--- config.mk ---
export PLATFORM = sky130hd
export DESIGN_NAME = uart_tx_ctrl
export DESIGN_NICKNAME = d
export VERILOG_FILES = /design/src/rtl/uart_tx_pkg.sv /design/src/rtl/uart_tx_serializer.sv /design/src/rtl/uart_tx_ctrl.sv
export SDC_FILE = /design/constraint.sdc
export NUM_CORES = 1
export LEC_CHECK = 0
export ABC_AREA = 1
export CAP_MARGIN = 15
export CORE_MARGIN = 8
export CORE_UTILIZATION = 50
export CTS_CLUSTER_SIZE = 14
export DETAILED_ROUTE_END_ITERATION = 6
export GPL_TIMING_DRIVEN = 0
export PLACE_DENSITY_LB_ADDON = 0.08
export SKIP_LAST_GASP = 1
export SLEW_MARGIN = 40
export SYNTH_ARGS = -nofsm -noshare
export SYNTH_HDL_FRONTEND = slang
export SYNTH_SLANG_ARGS = --single-unit
--- constraint.sdc ---
create_clock -name CLK -period 1.9 [get_ports CLK]
set_clock_uncertainty 0.1 [all_clocks]
set_input_delay 0.38 -clock CLK [delete_from_list [all_inputs] [get_ports CLK]]
set_output_delay 0.38 -clock CLK [all_outputs]
set_load 0.05 [all_outputs]
--- src/rtl/uart_tx_pkg.sv ---
// -----------------------------------------------------------------------------
// uart_tx_pkg
// Shared definitions for the UART transmit controller:
//   state_t        - controller FSM states
//   SEL_*          - TX output mux select codes
//   PAR_EVEN/ODD   - PAR_TYP encodings
//   parity_of()    - parity bit for a data word (up to 9 bits) and parity type
// -----------------------------------------------------------------------------
package uart_tx_pkg;

    typedef enum logic [2:0] {
        IDLE   = 3'd0,
        START  = 3'd1,
        DATA   = 3'd2,
        PARITY = 3'd3,
        STOP   = 3'd4
    } state_t;

    localparam logic [1:0] SEL_START = 2'b00;
    localparam logic [1:0] SEL_STOP  = 2'b01;  // also the idle-high level
    localparam logic [1:0] SEL_DATA  = 2'b10;
    localparam logic [1:0] SEL_PAR   = 2'b11;

    localparam logic PAR_EVEN = 1'b0;
    localparam logic PAR_ODD  = 1'b1;

    // Narrower words are zero-extended by the caller, which leaves the XOR
    // reduction unchanged.
    function automatic logic parity_of(input logic [8:0] d, input logic typ);
        return (typ == PAR_EVEN) ? (^d) : ~(^d);
    endfunction

endpackage

--- src/rtl/uart_tx_serializer.sv ---
// -----------------------------------------------------------------------------
// uart_tx_serializer
// Load/shift register plus bit counter for the data slots of a frame.
//   clk, rst_n  - clock, asynchronous active-low reset
//   ser_load    - capture load_data and clear the bit counter
//   ser_en      - one data bit per cycle: shift right, advance counter
//   load_data   - parallel word to serialize
//   ser_data    - current data bit (LSB of the shift register)
//   ser_done    - high during the last data bit
// -----------------------------------------------------------------------------
module uart_tx_serializer #(
    parameter int DATA_WIDTH = 8
) (
    input  logic                  clk,
    input  logic                  rst_n,
    input  logic                  ser_load,
    input  logic                  ser_en,
    input  logic [DATA_WIDTH-1:0] load_data,
    output logic                  ser_data,
    output logic                  ser_done
);

    localparam int CW = $clog2(DATA_WIDTH);
    localparam logic [CW-1:0] LAST = CW'(DATA_WIDTH - 1);

    logic [DATA_WIDTH-1:0] shreg;
    logic [CW-1:0]         cnt;

    always_ff @(posedge clk or negedge rst_n) begin
        if (!rst_n) begin
            shreg <= '0;
            cnt   <= '0;
        end else if (ser_load) begin
            shreg <= load_data;
            cnt   <= '0;
        end else if (ser_en) begin
            // Zeros shift in, so ser_data settles at 0 once a frame is sent.
            shreg <= {1'b0, shreg[DATA_WIDTH-1:1]};
            cnt   <= ser_done ? '0 : cnt + CW'(1);
        end
    end

    assign ser_data = shreg[0];
    assign ser_done = ser_en && (cnt == LAST);

endmodule

--- src/rtl/uart_tx_ctrl.sv ---
// -----------------------------------------------------------------------------
// uart_tx_ctrl
// Sequences the external 4:1 TX mux through start, data, optional parity and
// stop slots, one slot per CLK cycle.
//   CLK, RST    - TX bit clock, asynchronous active-low reset
//   P_DATA      - parallel word, captured when a frame is accepted
//   Data_Valid  - transmit request
//   PAR_EN      - insert a parity slot (captured with P_DATA)
//   PAR_TYP     - 0 even / 1 odd parity (captured with P_DATA)
//   mux_sel     - TX mux select (registered)
//   ser_data    - current data bit for the mux data input
//   PAR_bit     - parity bit for the mux parity input (registered)
//   busy        - high for every cycle of a frame (registered)
//   dbg_state   - current FSM state, for observation only
//
// Handshake: a frame is accepted on a rising CLK edge where Data_Valid=1 and
// the FSM is IDLE (busy=0 in that cycle). busy acts as the inverse of ready;
// requests seen while busy=1 are dropped, not queued, so a source must hold
// Data_Valid until it observes busy rise.
// -----------------------------------------------------------------------------
module uart_tx_ctrl
    import uart_tx_pkg::*;
#(
    parameter int DATA_WIDTH = 8
) (
    input  logic                  CLK,
    input  logic                  RST,
    input  logic [DATA_WIDTH-1:0] P_DATA,
    input  logic                  Data_Valid,
    input  logic                  PAR_EN,
    input  logic                  PAR_TYP,
    output logic [1:0]            mux_sel,
    output logic                  ser_data,
    output logic                  PAR_bit,
    output logic                  busy,
    output logic [2:0]            dbg_state
);

    state_t state;
    logic   par_en_q;
    logic   ser_load;
    logic   ser_en;
    logic   ser_done;

    assign ser_load  = (state == IDLE) && Data_Valid;
    assign ser_en    = (state == DATA);
    assign dbg_state = state;

    uart_tx_serializer #(
        .DATA_WIDTH (DATA_WIDTH)
    ) u_ser (
        .clk       (CLK),
        .rst_n     (RST),
        .ser_load  (ser_load),
        .ser_en    (ser_en),
        .load_data (P_DATA),
        .ser_data  (ser_data),
        .ser_done  (ser_done)
    );

    // mux_sel and busy are loaded together with the next state, so they always
    // match the slot being entered and never show an intermediate code.
    always_ff @(posedge CLK or negedge RST) begin
        if (!RST) begin
            state    <= IDLE;
            mux_sel  <= SEL_STOP;
            busy     <= 1'b0;
            PAR_bit  <= 1'b0;
            par_en_q <= 1'b0;
        end else begin
            case (state)
                IDLE: begin
                    if (Data_Valid) begin
                        state    <= START;
                        mux_sel  <= SEL_START;
                        busy     <= 1'b1;
                        par_en_q <= PAR_EN;
                        // Computed from the word being loaded, so it is ready
                        // from the START cycle and held until the next accept.
                        PAR_bit  <= parity_of(9'(P_DATA), PAR_TYP);
                    end
                end
                START: begin
                    state   <= DATA;
                    mux_sel <= SEL_DATA;
                end
                DATA: begin
                    if (ser_done) begin
                        if (par_en_q) begin
                            state   <= PARITY;
                            mux_sel <= SEL_PAR;
                        end else begin
                            state   <= STOP;
                            mux_sel <= SEL_STOP;
                        end
                    end
                end
                PARITY: begin
                    state   <= STOP;
                    mux_sel <= SEL_STOP;
                end
                STOP: begin
                    state   <= IDLE;
                    mux_sel <= SEL_STOP;
                    busy    <= 1'b0;
                end
                default: begin
                    state   <= IDLE;
                    mux_sel <= SEL_STOP;
                    busy    <= 1'b0;
                end
            endcase
        end
    end

endmodule

Yosys cells after proc, flatten, opt, wreduce, memory -nomap -nowiden
Cells that the tools add are included.

cells by class
  reduce and logical (&&, ||, !) cells = 9
  eq/ne operators = 6
  bitwise gates (word level) = 2
  add/sub/neg operators = 1
  multiplexer cells = 16

operators by type and width
  operator                                                               count
  3-bit 2-to-1 mux                                                       6
  8-bit 2-to-1 mux                                                       2
  3-bit one-hot mux with 4 select lines                                  1
  9-bit XOR reduction                                                    1
  3-bit by 2-bit equality test with 1-bit output, second input constant  2
  2-bit 2-to-1 mux                                                       3
  2-bit one-hot mux with 3 select lines                                  1
  2-bit AND reduction                                                    3
  2-bit != test, second input constant                                   2
  3-bit by 1-bit adder with 3-bit output, second input constant          1
  3-bit by 1-bit equality test with 1-bit output, second input constant  1
  3-bit equality test, second input constant                             1
  3-bit zero test                                                        1
  3-bit OR reduction                                                     1
  1-bit logical AND                                                      2
  1-bit 2-to-1 mux                                                       2
  1-bit inverter                                                         2
  1-bit one-hot mux with 2 select lines                                  1
  2-bit nonzero test                                                     1

storage, ports and cells
  register bits = 19
  input bits = 13
  output and inout port bits = 8
  word-level logic and storage cells = 41

Logic depth before layout (Yosys ltp)
Gate-level depths: netlist of the first run.

  word-level depth = 5
  mapped depth = 10
  gate-level depth less buffers = 10

Cells and area by module
From an unflattened synthesis of the first run, not the netlist that was laid out.

second synthesis, totals
  cell total of the unflattened synthesis = 131
  area total of the unflattened synthesis = 1014.7 um2

by module, submodules not included
  module              cells an instance  area each (um2)  times used  sequential area each (um2)
  uart_tx_serializer  62                 531.8            1           275.3
  uart_tx_ctrl        69                 483.0            1           201.4

Worst setup path before layout of the first run
No wires, ideal clock.

  kind = register to register
  from = reg state[0] (netlist: dbg_state[0])
  to = reg mux_sel[1]
  stages on the path, launching flop included = 8
  library setup time = 0.118 ns
  clock period less this slack = 1.585 ns
  buffers on the path = 0
  data arrival time = 1.367 ns
  data required time = 1.682 ns
  path slack = 0.315 ns
  cells stage by stage = dfrtp_1 -> nor2_2 -> nand2_4 -> or2_4 -> nand2_4 -> inv_2 -> nand2_2 -> nand2_1

on the way
  longest elaborated chain between the ends = 4
  elaborated cells on any way between the ends = 8
  classes of those cells = eq/ne: 4; mux: 1; reduce/logical: 3

ends and longest elaborated chain
  item                                            line                                    text
  start, declared                                 uart_tx_ctrl.sv:39                      state_t state;
  start signal, assigned                          uart_tx_ctrl.sv:65                      state <= IDLE;
  start signal, assigned                          uart_tx_ctrl.sv:74                      state <= START;
  start signal, assigned                          uart_tx_ctrl.sv:84                      state <= DATA;
  3-bit by 2-bit equality test with 1-bit output  uart_tx_ctrl.sv:46, uart_tx_ctrl.sv:71
  1-bit logical AND                               uart_tx_serializer.sv:44                assign ser_done = ser_en && (cnt == LAST);
  2-bit != test (no line)                         -
  2-bit AND reduction (no line)                   -
  end signal, assigned                            uart_tx_ctrl.sv:66                      mux_sel <= SEL_STOP;
  end signal, assigned                            uart_tx_ctrl.sv:75                      mux_sel <= SEL_START;
  end signal, assigned                            uart_tx_ctrl.sv:85                      mux_sel <= SEL_DATA;
  end, declared                                   uart_tx_ctrl.sv:32                      output logic [1:0] mux_sel,

Several ways; a longest one is shown, not always the timed one.
A chain may end at the register's enable or synchronous reset.

Worst setup path in the final report of the first run
  from = reg mux_sel[0]
  to = out mux_sel[0]

No word-level cell between the ends.

==> results of run 1 <==
-- power by group through the flow --
stage,Combinational [W],Clock (W),Sequential [W]
6_report,0.00128,0.000206,0.000707
5_1_grt,0.00143,0.000233,0.000733
4_1_cts,0.00129,0.000211,0.000711
3_5_place_dp,0.00134,0,0.000723
3_3_place_gp,0.00131,0,0.000715
2_1_floorplan,0.000717,0,0.000985
-- cells in the mapped netlist --
cell type	instances	area share
nand2_1	39	0.14
inv_1	21	0.076
dfrtp_1	18	0.43
o21ai_1	12	0.058
o21ai_0	10	0.048
nand3_1	4	0.019
inv_2	3	0.011
nand2_4	3	0.033
ha_1	2	0.024
inv_4	2	0.012
nand2_2	2	0.012
nor2_2	2	0.012
o21ai_2	2	0.017
a22o_1	1	0.0084
buf_6	1	0.011
dfstp_2	1	0.025
nor2_1	1	0.0036
nor2_8	1	0.019
nor3_1	1	0.0048
o221ai_1	1	0.0084
o22ai_1	1	0.0060
or2_4	1	0.0084
xor2_1	1	0.0084
-- stage by stage --
stage | cells | total power [W] | worst slack [ns]
global placement | 177 | 0.00203 | 0.116
detailed placement | 177 | 0.00207 | 0.112
CTS | 182 | 0.00222 | 0.0390
floorplan | 130 | 0.00170 | 0.315
global route | 182 | 0.00240 | 0.00720
finish | 182 | 0.00219 | 0.0482
-- flip-flops by register name (all words and copies together) (netlist names) --
name	count
u_ser.shreg	8
dbg_state	3
u_ser.cnt	3
mux_sel	2
PAR_bit	1
busy	1
par_en_q	1
-- worst max-delay path by stage --
stage / endpoint / from / slack [ns]
after floorplan: mux_sel[1] / dbg_state[0] / 0.32
after global placement: mux_sel[0] / mux_sel[0] / 0.12
after detailed placement: mux_sel[0] / mux_sel[0] / 0.11
after CTS: mux_sel[0] / mux_sel[0] / 0.04
after global routing: mux_sel[0] / mux_sel[0] / 0.007
final: mux_sel[0] / mux_sel[0] / 0.05
-- layout by cell type (no fill, tap or decap), drive strengths merged, types with 2 or more instances in the layout --
cell            n
o21ai          24
nand2          44
dfrtp          18
clkbuf          3
clkdlybuf4s50  11
ha              2
inv            26
dlygate4sd2     8
nor2            4
nand3           4
buf             2
-- metal layers --
metal,global-route usage,part of all wire,routed length (um)
met4,0.0747,0.028,61
met3,0.0251,0.041,89
met1,0.155,0.44,936
met2,0.235,0.49,1060
met5,0,0,0
-- cells by family (layout without fill, tap and decap cells) --
group | count (synthesis) | count (layout) | synth area share
and+or+nand+nor | 54 | 54 | 0.253
AOI/OAI and AO/OA | 27 | 27 | 0.146
buffers and inverters | 27 | 52 | 0.110
DFF | 19 | 19 | 0.459
adders and majority gates | 2 | 2 | 0.0241
xor gates and xnor gates | 1 | 1 | 0.00844
-- final cells by class --
cell class / instances / area (sq um)
clock buffer: 3 / 22.5
clock inverter: 1 / 5.00
multi-input combinational: 84 / 448
tap: 27 / 33.8
fill: 188 / 667
timing repair buffer: 21 / 195
buffer: 1 / 11.3
sequential: 19 / 477
inverter: 26 / 103
-- what timing repair did --
action,in CTS,in global routing
setup buffers,0,0
gates resized for setup,8,0
hold buffers,1,0
endpoints found under the setup margin,8,0
hold endpoints to repair,18,0
==> impl_metrics.env, run 1 <==
export IMPL_grt_pass1_wl_mm=3.86
export IMPL_r2r_start="u_ser.cnt[0]"
export IMPL_clk_latency_ns=0.30
export IMPL_clkSinkCount=19
export IMPL_hold_path_startpoint="mux_sel[0]"
export IMPL_pwr_share_seq=0.323
export IMPL_grt_pass1_vias=924
export IMPL_path_cells="dlygate4sd2_1"
export IMPL_relSlewSlack=0.656
export IMPL_vias_per_cell=4.99
export IMPL_synth_cell_type_count=23
export IMPL_cts_tree="yes"
export IMPL_final_core_util=0.660
export IMPL_finalSetupTns_ns=0
export IMPL_setup_viol=0
export IMPL_critPathKind="reg2out"
export IMPL_power_switching_w=0.00109
export IMPL_fin_hold_ws_ns=0.374
export IMPL_place_congestion=0.772
export IMPL_grt_setup_unrepaired="false"
export IMPL_avgSynthCellArea_sq_um=7.99
export IMPL_synth_nets=145
export IMPL_netlist_instances=130
export IMPL_r2r_end="mux_sel[1]"
export IMPL_final_nets=171
export IMPL_antenna_found_initial=0
export IMPL_critPathTopFamily="flip-flops"
export IMPL_pwr_share_comb=0.583
export IMPL_io_buffers=20
export IMPL_cpPeakStageDelay_ns=0.55
export IMPL_yosys_warnings=0
export IMPL_root_buffer="clkbuf_4"
export IMPL_cts_made_buffers=3
export IMPL_worst_slew_pin_slew_ns=0.518
export IMPL_routed_wl_mm=2.15
export IMPL_postPlaceCellArea_sq_mm=0.00127
export IMPL_reg2reg_slack_ns=0.39
export IMPL_cp_start_kind="register"
export IMPL_pwr_share_clk=0.094
export IMPL_drv_slew=0
export IMPL_drive_gt1_frac=0.148
export IMPL_p_leak_nw=0.709
export IMPL_place_hpwl_mm=1.71
export IMPL_cp_arrival_ns=1.37
export IMPL_grt_use_total=0.137
export IMPL_overflow=0
export IMPL_die_h_um=61.6
export IMPL_max_clock_path_buffers=2
export IMPL_hp_class="reg2reg"
export IMPL_worstPathBufferInverterCount=1
export IMPL_switching_share=0.496
export IMPL_fmax_mhz=540
export IMPL_drc=0
export IMPL_rows=16
export IMPL_dr_pass1_iters=4
export IMPL_ys_seq_area_frac=0.459
export IMPL_peakVddDrop_v=0.000730
export IMPL_antenna_cells=0
export IMPL_initial_core_util=0.529
export IMPL_crit_slowest_cell="dfstp_2"
export IMPL_core_area_sq_mm=0.00196
export IMPL_critical_path_depth=1
export IMPL_hold_viol_final=0
export IMPL_powerDensity_mw_per_mm2=1690
export IMPL_die_area_sq_mm=0.00379
export IMPL_path_clk_slew_ns=0.12
export IMPL_post_route_period_util=0.975
export IMPL_final_cell_area_sq_mm=0.00129
export IMPL_vias=909
export IMPL_crit_required_ns=1.42
export IMPL_syn_cell_area_sq_mm=0.00104
export IMPL_cp_end_kind="primary output"
export IMPL_path_max_fanout=2
export IMPL_outcome="finished clean"
export IMPL_holdPathStages=2
export IMPL_h_tree_depth=1
export IMPL_ant_nets=0
export IMPL_fin_crit_ns=1.85
export IMPL_chipWidth_um=61.6
export IMPL_wl_per_cell_um=11.8
export IMPL_ioPinCount=21
export IMPL_ys_seq_elements=19
export IMPL_p_int_w=0.00110
export IMPL_area_growth_pct=24.7
export IMPL_min_to="mux_sel[0]"
export IMPL_drv_cap=0
export IMPL_first_iter_violations=29
export IMPL_grt_max_degree=20
export IMPL_reg2regPathDepth=7
(Power assumes the default switching activity.)
==> run 2, diff against run 1 <==
CORE_UTILIZATION = 54   (was 50)
DONT_BUFFER_PORTS = 1   (was not set)
clock period = 1.5 ns   (was 1.9 ns; I/O delays follow)
==> impl_metrics.env, run 2 (synthesized netlist as in run 1, its figures left out) <==
export IMPL_grt_max_degree=20
export IMPL_initial_core_util=0.552
export IMPL_ant_nets=0
export IMPL_overflow=0
export IMPL_h_tree_depth=1
export IMPL_dp_slack_ns=-0.0715
export IMPL_min_to="u_ser.shreg[7]"
export IMPL_cp_arrival_ns=1.67
export IMPL_io_buffers=0
export IMPL_met2_usage=0.225
export IMPL_pwr_share_clk=0.086
export IMPL_pwr_share_seq=0.435
export IMPL_routed_wl_mm=2.16
export IMPL_outcome="finished with violations"
export IMPL_layout_commonest_cell="nand2_1"
export IMPL_powerDensity_mw_per_mm2=2400
export IMPL_r2r_end="u_ser.shreg[5]"
export IMPL_cp_end_kind="register"
export IMPL_fin_hold_ws_ns=0.0221
export IMPL_setup_ws_ns=-0.0845
export IMPL_hold_path_startpoint="P_DATA[7]"
export IMPL_place_hpwl_mm=1.57
export IMPL_rows=16
export IMPL_cts_made_buffers=3
export IMPL_antenna_cells=0
export IMPL_hp_class="in2reg"
export IMPL_cp_start_kind="register"
export IMPL_use_met1=0.142
export IMPL_clkSinkCount=19
export IMPL_path_clk_slew_ns=0.11
export IMPL_final_nets=159
export IMPL_first_iter_violations=20
export IMPL_grt_use_total=0.129
export IMPL_drc=0
export IMPL_switching_share=0.492
export IMPL_worst_slew_pin_slew_ns=0.475
export IMPL_fillers=178
export IMPL_violations="negative setup slack"
export IMPL_power_switching_w=0.00147
export IMPL_grtUsageMet3=0.0301
export IMPL_drive_gt1_frac=0.266
export IMPL_final_core_util=0.661
export IMPL_chipWidth_um=59.9
export IMPL_antenna_found_initial=0
export IMPL_pwr_share_comb=0.480
export IMPL_vias=856
export IMPL_root_buffer="clkbuf_4"
export IMPL_fin_crit_ns=1.58
export IMPL_drv_cap=0
export IMPL_busiest_layer="met2"
export IMPL_area_growth_pct=19.8
export IMPL_r2r_start="dbg_state[1]"
export IMPL_reg2reg_slack_ns=-0.08
export IMPL_peakVddDrop_v=0.00119
export IMPL_place_congestion=0.766
export IMPL_most_common_layout_cells="nand2_1, inv_1, dfrtp_1, o21ai_1, o21ai_0"
export IMPL_grt_pass1_wl_mm=3.51
export IMPL_finalSetupTns_ns=-0.443
export IMPL_largest_reg_flops=8
export IMPL_wl_per_cell_um=12.7
export IMPL_reg2regPathDepth=7
export IMPL_drv_slew=0
export IMPL_crit_required_ns=1.59
export IMPL_final_cell_area_sq_mm=0.00124
export IMPL_setup_viol=11
export IMPL_path_max_fanout=8
export IMPL_holdPathStages=2
export IMPL_hold_viol_final=0
export IMPL_dr_pass1_iters=4
export IMPL_ioPinCount=21
export IMPL_relSlewSlack=0.684
export IMPL_clk_latency_ns=0.29
export IMPL_grt_pass1_vias=832
export IMPL_postPlaceCellArea_sq_mm=0.00108
export IMPL_p_leak_nw=0.670
export IMPL_cts_tree="yes"
export IMPL_vias_per_cell=5.04
export IMPL_grt_setup_unrepaired="true"
export IMPL_critPathKind="reg2reg"
export IMPL_max_clock_path_buffers=2
export IMPL_regMostFlops="u_ser.shreg"
export IMPL_core_area_sq_mm=0.00188
export IMPL_die_h_um=59.9
export IMPL_p_int_w=0.00152
export IMPL_die_area_sq_mm=0.00358
export IMPL_post_route_period_util=1.06
export IMPL_fmax_mhz=631
## run 2: layer usage
metal | up-vias | share of wire
met5 | - | 0
met2 | 17 | 0.54
li1 | 432 | -
met3 | 2 | 0.052
met4 | 0 | 0.0065
met1 | 405 | 0.40
## run 2: critical path: stages, from the launching register on
cell       delay [ns]
dfrtp_2          0.55
inv_2            0.14
nand2_4          0.06
nor2_4           0.15
nand2_4          0.12
clkbuf_16        0.18
o21ai_2          0.11
o21ai_1          0.07
## run 2: worst max path at each step
stage                             from        endpoint  slack [ns]  depth (start not counted)
final                     dbg_state[1]  u_ser.shreg[5]       -0.08                          7
after global routing      dbg_state[1]  u_ser.shreg[5]       -0.15                          7
after CTS                 dbg_state[0]    dbg_state[1]       -0.04                          7
after detailed placement  dbg_state[2]  u_ser.shreg[0]       -0.07                          8
after global placement    dbg_state[0]    dbg_state[1]       -0.06                          7
after floorplan           dbg_state[2]    dbg_state[1]        0.04                          7
## run 2: final cells by class
class                      count  area (sq um)  area share
sequential                    19           480       0.386
multi-input combinational     84           480       0.386
inverter                      26           105      0.0845
timing repair buffer           9           101      0.0815
tap                           27          33.8      0.0272
clock buffer                   3          22.5      0.0181
buffer                         1          15.0      0.0121
clock inverter                 1          5.00     0.00402
## run 2: per-stage QoR
step / cells / total power (W)
2_1_floorplan: 130 / 0.00216
3_3_place_gp: 157 / 0.00234
3_5_place_dp: 157 / 0.00238
4_1_cts: 165 / 0.00280
5_1_grt: 170 / 0.00321
6_report: 170 / 0.00299
## run 2: power groups by stage
stage | Combinational, W | Sequential (W) | Clock [W]
2_1_floorplan | 0.000909 | 0.00126 | 0
3_3_place_gp | 0.00105 | 0.00129 | 0
3_5_place_dp | 0.00108 | 0.00130 | 0
4_1_cts | 0.00123 | 0.00130 | 0.000270
5_1_grt | 0.00160 | 0.00132 | 0.000294
6_report | 0.00143 | 0.00130 | 0.000255
## run 2: what timing repair did
| item | in CTS | in global routing |
|---|---|---|
| pin swaps | 0 | 4 |
| hold buffers | 1 | 1 |
| setup endpoints to repair | 14 | 14 |
| buffers inserted | 3 | 3 |
| hold endpoints to repair | 19 | 18 |
| gates cloned | 0 | 1 |
| resized for setup | 3 | 10 |
==> run 3, diff against run 2 <==
CELL_PAD_IN_SITES_DETAIL_PLACEMENT = 1   (was not set)
CELL_PAD_IN_SITES_GLOBAL_PLACEMENT = 2   (was not set)
CORE_UTILIZATION = 31   (was 54)
==> impl_metrics.env, run 3 (synthesized netlist as in run 1, its figures left out) <==
export IMPL_outcome="finished with violations"
export IMPL_violations="negative setup slack"
export IMPL_worst_slew_pin_slew_ns=0.511
export IMPL_path_max_fanout=7
export IMPL_wl_per_cell_um=13.1
export IMPL_grt_pass1_wl_mm=4.40
export IMPL_cpPeakStageDelay_ns=0.61
export IMPL_worstPathBufferInverterCount=1
export IMPL_seq_area_sq_um=483
export IMPL_cp_arrival_ns=1.69
export IMPL_vias_per_cell=4.44
export IMPL_fin_hold_ws_ns=0.0191
export IMPL_clk_latency_ns=0.30
export IMPL_grt_use_total=0.105
export IMPL_layout_commonest_cell="nand2_1"
export IMPL_die_area_sq_mm=0.00546
export IMPL_critPathTopFamily="simple AND/OR/NAND/NOR gates"
export IMPL_root_buffer="clkbuf_4"
export IMPL_r2r_end="mux_sel[1]"
export IMPL_critPathKind="reg2reg"
export IMPL_routed_wl_mm=2.60
export IMPL_grt_max_degree=20
export IMPL_grt_setup_unrepaired="true"
export IMPL_initial_core_util=0.316
export IMPL_final_core_util=0.425
export IMPL_h_tree_depth=1
export IMPL_drv_slew=0
export IMPL_area_growth_pct=34.5
export IMPL_io_buffers=0
export IMPL_p_leak_nw=0.718
export IMPL_antenna_cells=0
export IMPL_largest_reg_flops=8
export IMPL_hp_class="in2reg"
export IMPL_cts_tree="yes"
export IMPL_regMostFlops="u_ser.shreg"
export IMPL_powerDensity_mw_per_mm2=2370
export IMPL_grt_pass1_vias=950
export IMPL_first_iter_violations=29
export IMPL_ioPinCount=21
export IMPL_holdPathStages=2
export IMPL_worstSetupStartpoint="dbg_state[0]"
export IMPL_setup_viol=6
export IMPL_core_area_sq_mm=0.00328
export IMPL_cp_end_kind="register"
export IMPL_fin_crit_ns=1.58
export IMPL_multi_input_area_sq_um=524
export IMPL_die_h_um=73.9
export IMPL_vias=880
export IMPL_crit_required_ns=1.61
export IMPL_place_hpwl_mm=1.88
export IMPL_clkSinkCount=19
export IMPL_drc=0
export IMPL_fmax_mhz=634
export IMPL_hold_viol_final=0
export IMPL_crit_end="mux_sel[1]"
export IMPL_postPlaceCellArea_sq_mm=0.00110
export IMPL_relSlewSlack=0.659
export IMPL_final_nets=168
export IMPL_power_total_w=0.00330
export IMPL_r2r_start="dbg_state[0]"
export IMPL_post_route_period_util=1.05
export IMPL_chipWidth_um=73.9
export IMPL_antenna_found_initial=0
export IMPL_most_common_layout_cells="nand2_1, inv_1, dfrtp_1, o21ai_1, buf_4"
export IMPL_cp_start_kind="register"
export IMPL_dp_slack_ns=-0.113
export IMPL_cts_made_buffers=3
export IMPL_critical_path_depth=7
export IMPL_path_cells="nor2_4 -> nand2_4 -> or2_4 -> nand2_4 -> inv_4 -> nand2_2 -> nand2_1"
export IMPL_rows=21
export IMPL_final_cell_area_sq_mm=0.00140
export IMPL_max_clock_path_buffers=2
export IMPL_drv_cap=0
export IMPL_peakVddDrop_v=0.000468
export IMPL_drive_gt1_frac=0.368
export IMPL_crit_slowest_cell="dfrtp_4"
export IMPL_reg2reg_slack_ns=-0.08
export IMPL_crit_path_frequent_cell="nand2_4"
export IMPL_fillers=414
export IMPL_path_clk_slew_ns=0.12
export IMPL_setup_ws_ns=-0.0761
export IMPL_ant_nets=0
export IMPL_overflow=0
export IMPL_dr_pass1_iters=4
export IMPL_place_congestion=0.697
export IMPL_reg2regPathDepth=7
==> run 3: how the worst min path moves through the flow <==
stage / startpoint / end / slack [ns]
final: P_DATA[5] / u_ser.shreg[5] / 0.02
after global routing: P_DATA[1] / u_ser.shreg[1] / -0.003
after detailed placement: RST / dbg_state[0] / -0.09
after CTS: PAR_EN / par_en_q / 0.007
after floorplan: RST / PAR_bit / -0.1
after global placement: RST / dbg_state[0] / -0.09
==> run 3: cell type report <==
cell class / instances / share of cell area
Multi-Input combinational cell: 84 / 0.375
Sequential cell: 19 / 0.346
Timing Repair Buffer: 18 / 0.126
Inverter: 26 / 0.0806
Tap cell: 46 / 0.0412
Clock buffer: 3 / 0.0161
Buffer: 1 / 0.0108
Clock inverter: 1 / 0.00358
==> run 3: layer usage <==
layer,vias up,part of all wire,global-route usage,wire length (um)
met5,-,0,0,0
met1,417,0.40,0.116,1040
met3,4,0.051,0.0246,132
met4,0,0.016,0.0599,42
li1,445,-,-,-
met2,14,0.53,0.179,1380
==> run 3: stage by stage <==
stage | cells | TNS [ns]
detailed placement | 176 | -0.980
CTS | 191 | -0.334
finish | 198 | -0.262
global placement | 176 | -0.849
global route | 198 | -1.15
floorplan | 130 | 0
==> run 3: timing repair <==
| item | 4_1_cts | 5_1_grt |
|---|---|---|
| setup buffers | 9 | 4 |
| cloned | 0 | 1 |
| hold endpoints to repair | 20 | 19 |
| gates resized for setup | 7 | 27 |
| pin swaps | 3 | 6 |
| hold buffers | 2 | 2 |
| setup endpoints to repair | 17 | 18 |
==> run 3: where the power goes <==
part	leakage, nW	internal (W)	total, W	switching, W
sequential	0.229	0.000783	0.00131	0.000529
combinational	0.471	0.000808	0.00172	0.000912
clock	0.0177	0.0000995	0.000271	0.000172
